File: config.mk
export PLATFORM = sky130hd
export DESIGN_NAME = serial_subtractor
export DESIGN_NICKNAME = d
export VERILOG_FILES = /design/src/rtl/serial_subtractor.sv
export SDC_FILE = /design/constraint.sdc
export NUM_CORES = 1
export LEC_CHECK = 0
export BUFFER_PORTS_ARGS = -buffer_cell sky130_fd_sc_hd__buf_2
export CORE_MARGIN = 2
export CORE_UTILIZATION = 48
export CTS_BUF_LIST = sky130_fd_sc_hd__clkbuf_8
export DETAILED_ROUTE_END_ITERATION = 12
export GPL_TIMING_DRIVEN = 0
export MAX_ROUTING_LAYER = met4
export PLACE_DENSITY_LB_ADDON = 0.2
export SLEW_MARGIN = 15
export SYNTH_ARGS = -nofsm -noshare
export SYNTH_HDL_FRONTEND = slang
export SYNTH_SLANG_ARGS = --single-unit
File: constraint.sdc
create_clock -name i_clk -period 3.8 [get_ports i_clk]
set_clock_uncertainty 0.1 [all_clocks]
set_input_delay 0.19 -clock i_clk [delete_from_list [all_inputs] [get_ports i_clk]]
set_output_delay 0.19 -clock i_clk [all_outputs]
set_load 0.01 [all_outputs]
File: src/rtl/serial_subtractor.sv
// Bit-serial ripple-borrow subtractor: o_diff = i_a - i_b - i_bin, LSB first,
// one bit per clock through a single full-subtractor cell and a borrow flop.
// Ports:
//   i_clk, i_rst          clock, asynchronous active-high reset
//   i_start               request, sampled only while idle
//   i_a, i_b, i_bin       operands, captured when a start is accepted
//   o_busy                high while shifting or presenting the result
//   o_done                one-cycle pulse, result valid
//   o_diff, o_borrow      result and borrow-out, held until the next result
module serial_subtractor #(
    parameter int WIDTH = 8
) (
    input  logic             i_clk,
    input  logic             i_rst,
    input  logic             i_start,
    input  logic [WIDTH-1:0] i_a,
    input  logic [WIDTH-1:0] i_b,
    input  logic             i_bin,
    output logic             o_busy,
    output logic             o_done,
    output logic [WIDTH-1:0] o_diff,
    output logic             o_borrow
);

    // Counter is at least one bit wide so WIDTH=1 stays legal.
    localparam int CW = (WIDTH > 1) ? $clog2(WIDTH) : 1;
    localparam logic [CW-1:0] LAST = CW'(WIDTH - 1);

    typedef enum logic [1:0] {
        IDLE  = 2'd0,
        SHIFT = 2'd1,
        DONE  = 2'd2
    } state_t;

    state_t           state;
    logic [WIDTH-1:0] a_sr;
    logic [WIDTH-1:0] b_sr;
    logic [WIDTH-1:0] res_sr;
    logic             br;
    logic [CW-1:0]    cnt;

    // Full-subtractor cell on the current LSBs.
    logic             a0;
    logic             b0;
    logic             d;
    logic             br_next;
    logic [WIDTH:0]   res_ext;
    logic [WIDTH-1:0] res_next;

    always_comb begin
        a0       = a_sr[0];
        b0       = b_sr[0];
        d        = a0 ^ b0 ^ br;
        br_next  = (~a0 & b0) | (~(a0 ^ b0) & br);
        // New bit enters at the MSB; the extended vector avoids an
        // empty slice when WIDTH=1.
        res_ext  = {d, res_sr};
        res_next = res_ext[WIDTH:1];
    end

    always_ff @(posedge i_clk or posedge i_rst) begin
        if (i_rst) begin
            state    <= IDLE;
            a_sr     <= '0;
            b_sr     <= '0;
            res_sr   <= '0;
            br       <= 1'b0;
            cnt      <= '0;
            o_busy   <= 1'b0;
            o_done   <= 1'b0;
            o_diff   <= '0;
            o_borrow <= 1'b0;
        end else begin
            unique case (state)
                IDLE: begin
                    o_done <= 1'b0;
                    if (i_start) begin
                        a_sr   <= i_a;
                        b_sr   <= i_b;
                        br     <= i_bin;
                        cnt    <= '0;
                        res_sr <= '0;
                        o_busy <= 1'b1;
                        state  <= SHIFT;
                    end
                end
                SHIFT: begin
                    a_sr   <= a_sr >> 1;
                    b_sr   <= b_sr >> 1;
                    br     <= br_next;
                    res_sr <= res_next;
                    cnt    <= cnt + 1'b1;
                    if (cnt == LAST) begin
                        o_diff   <= res_next;
                        o_borrow <= br_next;
                        o_done   <= 1'b1;
                        state    <= DONE;
                    end
                end
                DONE: begin
                    o_done <= 1'b0;
                    o_busy <= 1'b0;
                    state  <= IDLE;
                end
                default: begin
                    o_done <= 1'b0;
                    o_busy <= 1'b0;
                    state  <= IDLE;
                end
            endcase
        end
    end

endmodule

==> results.yml <==
outcome:
  outcome: "completed"
sta:
  slew_headroom_pct: 74.0
  rsz0062_at_grt: "false"
  finalHoldViolations: 0
  post-route-period-util_pct: 43.4
  final-setup-viol-count: 0
  slew_violations: 0
  clock.fmax_ghz: 0.607
  period_needed_ns: 1.65
  setup_tns_ns: 0
  worst_slew_pin_slew_ns: 0.390
synth:
  synthCells: 144
  synth_area_sq_mm: 0.00193
  avgSynthCellArea_sq_um: 13.4
  synth-xor-area-share_pct: 0
  synthesis.nets: 167
  synth_compound_area_share_pct: 15.3
  synth-simple-area-share_pct: 14.0
  synthAdderAreaFrac_pct: 2.33
  synth_top_family_by_area: "compound AO/OA/AOI/OAI gates"
  muxShareOfSynthArea_pct: 7.31
  synth_seq_area_share_pct: 51.8
  yosysWarnings: 0
  synth.distinct_cells: 25
  ys_ff_latch: 40
die:
  row_count: 23
  ios: 31
  die_h_um: 67.5
  initial_core_util_pct: 49.0
  fp.dieW_um: 67.5
  fp.coreArea_sq_mm: 0.00394
  die-area_sq_mm: 0.00455
clock_network:
  path_clk_slew_ns: 0.07
  tritoncts.num_buffers: 5
  cts_tree: "built"
  clk_path_buf_depth: 2
  cts.sinks: 40
  cts_root_buf: "clkbuf_8"
  post-cts-setup-buffer-count: 0
  cts_resized: 0
  htreeDepth: 2
  clk-insertion-delay-late_ns: 0.28
  postCtsHoldBufs: 1
routing:
  viasPerCell: 5.38
  remaining_drc_errors: 0
  wire_per_inst_um: 15.6
  ant_nets: 0
  vias: 1258
  drtIter0Drc: 77
  drt_wl_total_um: 3640
  firstDrtPassIters: 4
power:
  power_switching_mw: 0.607
  cellPowerDensity_mw_per_mm2: 780
  power_frac_clock_pct: 16.0
  seqPwrFrac_pct: 41.2
  p_total_mw: 1.77
  internal_power_mw: 1.17
  peakVddDrop_mv: 0.288
  netSwitchingFraction_pct: 34.3
  leakage_nw: 1.11
  pwr-share-comb_pct: 42.8
worst_hold_path:
  min_path_type: "primary input to flip-flop"
cells_and_area:
  fillers: 328
  syn_to_final_growth_pct: 17.6
  drive_gt1_share_pct: 40.8
  layout.area.seq_sq_mm: 0.00100
  diodes: 0
  multi_input_area_sq_um: 752
  final_area_sq_mm: 0.00227
  final_nets: 206
critical_path:
  critPathLaunchType: "flip-flop"
  slowest_stage: "dfrtp_1"
  crit_fanout: 10
  slowest_delay_ns: 0.39
  crit_arrival_ns: 1.72
  path_common_cell: "ha_1"
  crit_chain: "ha_1, ha_1, nand3b_1, buf_4, mux2_4"
  end_kind: "flip-flop"
  cp.required_ns: 3.87
  path_class: "flip-flop to flip-flop"
placed_design:
  dp_hpwl_um: 2550
  gp_congestion: 0.794
  io_buffers: 30
  placed_area_sq_mm: 0.00217
global_route:
  grt_pass1_vias: 1314
  grt_first_pass_wirelength_um: 6190
  antenna_found_initial: 0
  grt_util_all_layers_pct: 19.1
  grt_overflow: 0
  grt_max_degree: 25
flow_run:
  maxCapViolations: 0
-- state kept, by name, indices dropped and copies added (netlist names), 2 cells and up --
register  count
b_sr          8
cnt           3
o_diff        8
res_sr        7
state         2
a_sr          8
-- worst max-delay path, delay by kind of cell, from the launching register on --
kind	cells	cell delay [ns]
adder cells (fa/ha/maj)	2	0.41
buffers and inverters	1	0.22
flip-flops	1	0.39
multiplexers	1	0.32
AND/OR/NAND/NOR	1	0.09
-- synth_stat cells --
master     n  area, sq um
fa_1       1         20.0
nor2_1    10         37.5
buf_4      4         30.0
mux2_2     1         11.3
nor3b_2    1         12.5
o21bai_4   1         18.8
mux2_4     8          120
buf_12     1         20.0
inv_1     19         71.3
buf_6      4         45.0
a21oi_1    2         10.0
o21a_1     1         7.51
mux2i_1    1         10.0
ha_1       2         25.0
nor4b_2   10          150
a22o_1    11         96.3
a221oi_2   5         75.1
nand2b_1   2         12.5
buf_2      2         10.0
nor2b_1    1         6.26
a221oi_1  10         87.6
dfrtp_1   40         1000
clkbuf_1   1         3.75
nor4b_1    5         43.8
nand3b_1   1         7.51
-- power by group through the flow --
stage	logic (mW)	registers (mW)	clock network (mW)
finish	0.760	0.731	0.283
global route	0.844	0.758	0.312
CTS	0.772	0.732	0.290
detailed placement	0.770	0.739	0
global placement	0.742	0.729	0
floorplan	0.571	0.741	0
-- per-stage QoR --
stage                     hold slack (ns)  util (%)  setup slack, ns  std cells
after global routing               0.0287      57.7             2.09        234
final                              0.0342      57.7             2.15        234
after global placement              0.318      54.4             2.10        224
after CTS                          0.0226      57.7             2.15        234
after floorplan                     0.223         -             2.26        144
after detailed placement           0.0978      55.1             2.16        225
-- routing by layer --
metal  routed length, um  GRT usage, %  vias to the layer above  part of all wire, %
met4                  53          7.65                        0                  1.5
met3                 113          5.00                        5                  3.1
met1                1590          22.8                      630                   44
met5                   0             -                        -                    0
li1                    -             -                      598                    -
met2                1890          30.8                       25                   52
-- worst paths after layout --
path                                    startpoint               endpoint  slack (ns)  depth (start not counted)
worst min-delay path                        i_a[7]    a_sr[7]$_DFFE_PP0P_        0.03                          2
worst max register to register  cnt[0]$_DFFE_PP0P_  o_diff[0]$_DFFE_PP0P_        2.15                          5
worst min register to register  o_done$_DFFE_PP0P_     o_done$_DFFE_PP0P_        0.38                          1
max in group asynchronous                    i_rst     o_done$_DFFE_PP0P_        2.82                          4
worst max-delay path            cnt[0]$_DFFE_PP0P_  o_diff[0]$_DFFE_PP0P_        2.15                          5
min in group asynchronous                    i_rst   o_borrow$_DFFE_PP0P_        0.33                          3
-- layout make-up --
class                   count  area share [%]
plain buffers              12            4.79
clock buffers               6            3.63
clock inverters             2           0.330
inverters                  19            3.14
multi-input cells          73            33.1
flip-flops and latches     40            44.0
well taps                  50            2.75
repair buffers             32            8.26
-- cells in the final DEF, fill, tap and decap left out --
cell and n:
mux2_2 1, nor2b_1 1, nor4b_2 10, clkbuf_1 1, buf_6 4, a21oi_1 2, dfrtp_1 40, inv_1 20
a221oi_2 5, a22o_1 11, mux2i_1 1, nor2_1 10, inv_2 1, nor3b_2 1, buf_4 4, o21a_1 1
nor4b_1 5, buf_16 1, fa_1 1, buf_2 32, a221oi_1 10, mux2_4 8, ha_1 2, dlygate4sd3_1 1
o21bai_4 1, nand3b_1 1, nand2b_1 2, clkbuf_8 6, buf_12 1
-- kinds of logic (layout without fill, tap and decap cells) --
kind of cell,after synthesis,after routing
compound gates,30,30
mux,10,10
buf+inv,31,71
fa+ha+maj,3,3
simple gates,30,30
flops,40,40
Power figures use the tool's default switching activity.
